## src/rtl/decode_ctrl_pkg.sv

```systemverilog
// Shared decode definitions: opcode constants, immediate-format encodings,
// buffer state encoding and the buffered entry layout.
// No logic; helper functions classify an opcode into format / illegal.
package decode_ctrl_pkg;

    localparam int XLEN       = 32;
    localparam int INSTR_SIZE = 32;

    localparam logic [6:0] OPC_OP_IMM = 7'b0010011;
    localparam logic [6:0] OPC_LOAD   = 7'b0000011;
    localparam logic [6:0] OPC_STORE  = 7'b0100011;
    localparam logic [6:0] OPC_BRANCH = 7'b1100011;
    localparam logic [6:0] OPC_LUI    = 7'b0110111;
    localparam logic [6:0] OPC_AUIPC  = 7'b0010111;
    localparam logic [6:0] OPC_JAL    = 7'b1101111;
    localparam logic [6:0] OPC_JALR   = 7'b1100111;
    localparam logic [6:0] OPC_OP     = 7'b0110011;

    typedef enum logic [2:0] {
        IMM_NONE = 3'd0,
        IMM_I    = 3'd1,
        IMM_S    = 3'd2,
        IMM_B    = 3'd3,
        IMM_U    = 3'd4,
        IMM_J    = 3'd5
    } immsel_e;

    // Occupancy-encoded buffer state.
    typedef enum logic [1:0] {
        ST_EMPTY = 2'd0,
        ST_ONE   = 2'd1,
        ST_TWO   = 2'd2
    } state_e;

    typedef struct packed {
        logic [INSTR_SIZE-1:0] instr;
        logic [XLEN-1:0]       pc;
        logic [XLEN-1:0]       imm;
        immsel_e               immsel;
        logic                  illegal;
    } entry_t;

    function automatic immsel_e opc_immsel(input logic [6:0] opc);
        immsel_e sel;
        case (opc)
            OPC_OP_IMM, OPC_LOAD, OPC_JALR: sel = IMM_I;
            OPC_STORE:                      sel = IMM_S;
            OPC_BRANCH:                     sel = IMM_B;
            OPC_LUI, OPC_AUIPC:             sel = IMM_U;
            OPC_JAL:                        sel = IMM_J;
            default:                        sel = IMM_NONE;
        endcase
        return sel;
    endfunction

    function automatic logic opc_illegal(input logic [6:0] opc);
        logic ill;
        case (opc)
            OPC_OP_IMM, OPC_LOAD, OPC_STORE, OPC_BRANCH, OPC_LUI,
            OPC_AUIPC, OPC_JAL, OPC_JALR, OPC_OP: ill = 1'b0;
            default:                              ill = 1'b1;
        endcase
        return ill;
    endfunction

endpackage

```

## src/rtl/decode_ctrl_immgen.sv

```systemverilog
// Immediate generator: sign-extended immediate for the instruction's format.
// Latency: combinational, 0 cycles. Backpressure: none (pure function).
// Ports: instr_i (instruction word) -> imm_o (immediate, 0 for no-format/unknown).
module decode_ctrl_immgen
    import decode_ctrl_pkg::*;
(
    input  logic [INSTR_SIZE-1:0] instr_i,
    output logic [XLEN-1:0]       imm_o
);

    always_comb begin
        imm_o = '0;
        case (opc_immsel(instr_i[6:0]))
            IMM_I: imm_o = {{20{instr_i[31]}}, instr_i[31:20]};
            IMM_S: imm_o = {{20{instr_i[31]}}, instr_i[31:25], instr_i[11:7]};
            IMM_B: imm_o = {{19{instr_i[31]}}, instr_i[31], instr_i[7],
                            instr_i[30:25], instr_i[11:8], 1'b0};
            IMM_U: imm_o = {instr_i[31:12], 12'b0};
            IMM_J: imm_o = {{11{instr_i[31]}}, instr_i[31], instr_i[19:12],
                            instr_i[20], instr_i[30:21], 1'b0};
            default: imm_o = '0;
        endcase
    end

endmodule

```

## src/rtl/decode_ctrl.sv

```systemverilog
// Decode-stage controller: fetch -> 2-entry skid buffer -> execute, with immediate decode.
// Latency: 1 cycle accept-to-output when empty or popping; 1 instr/cycle sustained.
// Backpressure: if_ready drops only when both entries are full; flush empties the buffer.
// Ports: clk/rstn; flush; fetch side if_valid/if_ready/if_instr/if_pc;
//        execute side id_valid/id_ready/id_instr/id_pc/id_imm/id_immsel/id_illegal;
//        dec_count counts entries handed to execute (wraps).
module decode_ctrl
    import decode_ctrl_pkg::*;
#(
    parameter int CNT_W = 32
) (
    input  logic                  clk,
    input  logic                  rstn,
    input  logic                  flush,
    input  logic                  if_valid,
    output logic                  if_ready,
    input  logic [INSTR_SIZE-1:0] if_instr,
    input  logic [XLEN-1:0]       if_pc,
    output logic                  id_valid,
    input  logic                  id_ready,
    output logic [INSTR_SIZE-1:0] id_instr,
    output logic [XLEN-1:0]       id_pc,
    output logic [XLEN-1:0]       id_imm,
    output logic [2:0]            id_immsel,
    output logic                  id_illegal,
    output logic [CNT_W-1:0]      dec_count
);

    state_e            state_q;
    entry_t            head_q;
    entry_t            tail_q;
    entry_t            entry_d;
    logic [CNT_W-1:0]  cnt_q;
    logic [XLEN-1:0]   imm_d;
    logic              acc;
    logic              pop;

    decode_ctrl_immgen u_immgen (
        .instr_i (if_instr),
        .imm_o   (imm_d)
    );

    always_comb begin
        entry_d         = '0;
        entry_d.instr   = if_instr;
        entry_d.pc      = if_pc;
        entry_d.imm     = imm_d;
        entry_d.immsel  = opc_immsel(if_instr[6:0]);
        entry_d.illegal = opc_illegal(if_instr[6:0]);
    end

    // Both handshake qualifiers are decoded straight from state_q, so neither
    // ready nor valid has a combinational path from the opposite side.
    assign if_ready = (state_q != ST_TWO);
    assign id_valid = (state_q != ST_EMPTY);
    assign acc      = if_valid & if_ready;
    assign pop      = id_valid & id_ready;

    always_ff @(posedge clk or negedge rstn) begin
        if (!rstn) begin
            state_q <= ST_EMPTY;
            head_q  <= '0;
            tail_q  <= '0;
            cnt_q   <= '0;
        end else begin
            // A pop coinciding with flush still completes and is counted.
            if (pop) begin
                cnt_q <= cnt_q + CNT_W'(1);
            end

            if (flush) begin
                state_q <= ST_EMPTY;
            end else begin
                case (state_q)
                    ST_EMPTY: begin
                        if (acc) begin
                            head_q  <= entry_d;
                            state_q <= ST_ONE;
                        end
                    end
                    ST_ONE: begin
                        if (acc && pop) begin
                            head_q <= entry_d;
                        end else if (acc) begin
                            tail_q  <= entry_d;
                            state_q <= ST_TWO;
                        end else if (pop) begin
                            state_q <= ST_EMPTY;
                        end
                    end
                    ST_TWO: begin
                        // No accept possible here: if_ready is low.
                        if (pop) begin
                            head_q  <= tail_q;
                            state_q <= ST_ONE;
                        end
                    end
                    default: state_q <= ST_EMPTY;
                endcase
            end
        end
    end

    assign id_instr   = head_q.instr;
    assign id_pc      = head_q.pc;
    assign id_imm     = head_q.imm;
    assign id_immsel  = head_q.immsel;
    assign id_illegal = head_q.illegal;
    assign dec_count  = cnt_q;

endmodule

```

## config.mk

```make
export PLATFORM = sky130hd
export DESIGN_NAME = decode_ctrl
export DESIGN_NICKNAME = d
export VERILOG_FILES = /design/src/rtl/decode_ctrl_pkg.sv /design/src/rtl/decode_ctrl_immgen.sv /design/src/rtl/decode_ctrl.sv
export SDC_FILE = /design/constraint.sdc
export NUM_CORES = 1
export LEC_CHECK = 0
export CAP_MARGIN = 20
export CORE_AREA = 2 2 164 166
export DETAILED_ROUTE_END_ITERATION = 7
export DIE_AREA = 0 0 166 168
export PLACE_DENSITY_LB_ADDON = 0.05
export SETUP_SLACK_MARGIN = 0.1
export SLEW_MARGIN = 20
export SYNTH_ARGS = -nofsm -noshare
export SYNTH_HDL_FRONTEND = slang
export SYNTH_SLANG_ARGS = --single-unit
export TNS_END_PERCENT = 100
```

## constraint.sdc

```tcl
create_clock -name clk -period 2.4 [get_ports clk]
set_input_delay 0.6 -clock clk [delete_from_list [all_inputs] [get_ports clk]]
set_output_delay 0.6 -clock clk [all_outputs]
set_load 0.005 [all_outputs]
```

==> impl_metrics.env <==
export IMPL_cts_sinks=234
export IMPL_gp_congestion=0.782
export IMPL_ys_ff_latch=234
export IMPL_critPathBufInv=2
export IMPL_dpl_cell_area_um2=13000
export IMPL_crit_arrival_ns=1.60
export IMPL_route_met3_wl_um=1120
export IMPL_synth_net_count=1166
export IMPL_routed_top_layer="met4"
export IMPL_async_flop_share_pct=100
export IMPL_met2RoutedLength_um=12900
export IMPL_fin_nets=1397
export IMPL_die_x_um=166
export IMPL_viasPerCell=4.96
export IMPL_yosysMostFrequentCell="nand2_1"
export IMPL_hold_depth=2
export IMPL_start_kind="flop"
export IMPL_vias=8347
export IMPL_synthTopCellsByArea="dfrtp_1, nand2_1, a31oi_1"
export IMPL_grt_pass1_vias=8379
export IMPL_p_per_area_nw_per_um2=785
export IMPL_drv_cap=0
export IMPL_outcome="finished clean"
export IMPL_num_io_pins=203
export IMPL_grt_max_degree=94
export IMPL_syn_to_final_growth_pct=35.0
export IMPL_instances_no_fill=1683
export IMPL_fin_ws_ns=0.205
export IMPL_wl_met1_um=13000
export IMPL_start_util_pct=38.9
export IMPL_finClkSkew_ns=0.0101
export IMPL_p_leak_nw=6.21
export IMPL_slew_headroom_pct=52.6
export IMPL_port_buffers=202
export IMPL_drt_iter0_markers=516
export IMPL_dr_pass1_iters=5
export IMPL_crit_required_ns=1.80
export IMPL_critPathKind="reg2out"
export IMPL_clock_path_buffers=3
export IMPL_die_y_um=168
export IMPL_slowest_delay_ns=0.38
export IMPL_antenna_found_initial=0
export IMPL_dpl_hpwl_um=18200
export IMPL_yosysTopAreaCell="dfrtp_1"
export IMPL_setup_tns_ns=0
export IMPL_fmax_ghz=0.456
export IMPL_fin_crit_sh_pct=91.5
export IMPL_seq_area_frac_synth_pct=57.1
export IMPL_stdcell_area_um2=13800
export IMPL_cp_top_family="buffers and inverters"
export IMPL_worstSetupEndpointType="output pin"
export IMPL_syn_instance_count=1096
export IMPL_finalHoldViolations=0
export IMPL_min_path_type="reg2reg"
export IMPL_grt_pass1_wl_um=45500
export IMPL_cts_tree="built"
export IMPL_slowest_stage="dfrtp_1"
export IMPL_synth_warnings=0
export IMPL_min_period_ns=2.20
export IMPL_synthTopCellsByCount="nand2_1, dfrtp_1, nor2_1, a31oi_1, a21oi_1"
export IMPL_synthFlopType="dfrtp_1"
export IMPL_drive_above_1_share_pct=11.0
export IMPL_drc=0
export IMPL_rows=60
export IMPL_diodes=0
export IMPL_slew_viol_final=0
export IMPL_core_area_um2=26400
export IMPL_grtUsageTotal_pct=19.7
export IMPL_clk_pin_slew_worst_paths_ns=0.06
export IMPL_syn_area_per_cell_um2=9.35
export IMPL_antenna_left=0
export IMPL_die_area_um2=27900
export IMPL_reg2regPathDepth=9
export IMPL_cts_root_buf="clkbuf_16"
export IMPL_critPathMaxFanout=11
export IMPL_setup_violations=0
export IMPL_post_drt_wl_per_cell_um=16.3
export IMPL_rsz0062_at_grt="false"
export IMPL_globalRouteOverflowTotal=0
export IMPL_synth_edf_count=0
export IMPL_ir_worst_vdd_v=0.000433
export IMPL_path_depth=3
export IMPL_ys_types=63
export IMPL_synth_top_area_share_pct=57.1
export IMPL_dp_cells=1637
export IMPL_path_cells="buf_6 > or2_2 > dlygate4sd2_1"
export IMPL_wl_um=27400
export IMPL_clk_latency_ns=0.52
export IMPL_netlist_area_um2=10200
export IMPL_tightest_slew_ns=0.711
export IMPL_post_place_ws_ns=-0.105
export IMPL_cts_made_buffers=26
export IMPL_htreeDepth=1
-- cell type report --
cell class                 instances  area [um2]
timing repair buffer             275        2750
sequential                       234        5860
fill                            2442       12500
clock buffer                      37         743
clock inverter                     6        30.0
inverter                           2        8.76
multi-input combinational        788        4030
tap                              341         427
-- worst reg2reg max path: cells and delay by family (launching register included) --
family	cells	cell delay [ns]
AOI/OAI and AO/OA	3	0.33
buffers and inverters	4	0.65
DFF	1	0.40
muxes	1	0.37
and+or+nand+nor	1	0.18
-- placed cells by master (no fill, tap or decap), types with 10 or more instances in the layout --
cell and n:
and2_1 10, dfrtp_1 233, nor2_1 89, buf_4 58, clkdlybuf4s50_1 199, a21oi_1 47, nand3_1 14, xnor2_1 21
a31oi_1 63, a21oi_2 11, clkbuf_16 27, or3_1 20, nand2_1 373, buf_12 13, o21ai_0 44, xor2_1 10
-- through the flow --
step	utilization, %	power [mW]	hold WS [ns]
global route	52.5	11.5	0.491
global placement	49.5	7.24	0.457
CTS	52.5	11.0	0.476
detailed placement	49.5	7.27	0.461
floorplan	-	5.98	0.304
finish	52.5	10.9	0.472
-- cell families (layout without fill, tap and decap cells) --
| family | Yosys count | count (layout) | share of synthesized area [%] |
|---|---|---|---|
| AO/OA/AOI/OAI | 197 | 197 | 12.2 |
| adder cells (fa/ha/maj) | 1 | 1 | 0.122 |
| multiplexers | 4 | 4 | 0.415 |
| flip-flops | 234 | 234 | 57.1 |
| AND/OR/NAND/NOR | 555 | 555 | 23.8 |
| XOR/XNOR | 31 | 31 | 2.65 |
| buffers and inverters | 74 | 320 | 3.74 |
-- timing repair --
item                                   4_1_cts  5_1_grt
setup buffers                                2        0
pin swaps                                    0        0
gates resized for setup                      3        1
hold buffers                                 1        0
gates cloned                                 0        0
endpoints found under the hold margin        1        0
setup endpoints to repair                    2        1
-- state kept, by name, indices dropped and copies added (netlist names) --
signal,flops
tail_q,100
dec_count,32
id_imm,32
id_instr,32
id_pc,32
id_immsel,3
state_q,2
id_illegal,1
-- metal layers --
metal | track usage [%] | vias to the layer above
li1 | - | 4122
met1 | 27.7 | 4011
met2 | 33.0 | 183
met3 | 2.70 | 31
met4 | 4.08 | 0
met5 | 0 | -
-- where the power goes --
part | switching (mW) | internal, mW | leakage, nW | total (mW)
combinational | 0.903 | 1.17 | 2.92 | 2.07
clock | 1.55 | 2.13 | 0.386 | 3.68
sequential | 0.442 | 4.67 | 2.91 | 5.11
-- final timing paths --
path,from,end,slack [ns]
max,state_q[0],id_valid,0.20
min,tail_q[52],tail_q[52],0.47
max reg2reg,state_q[1],id_imm[0],0.35
min reg2reg,tail_q[52],tail_q[52],0.47
max in group asynchronous,rstn,tail_q[70],1.06
min in group asynchronous,rstn,id_pc[14],0.58
Note: power is estimated with default switching activity, not from simulation.
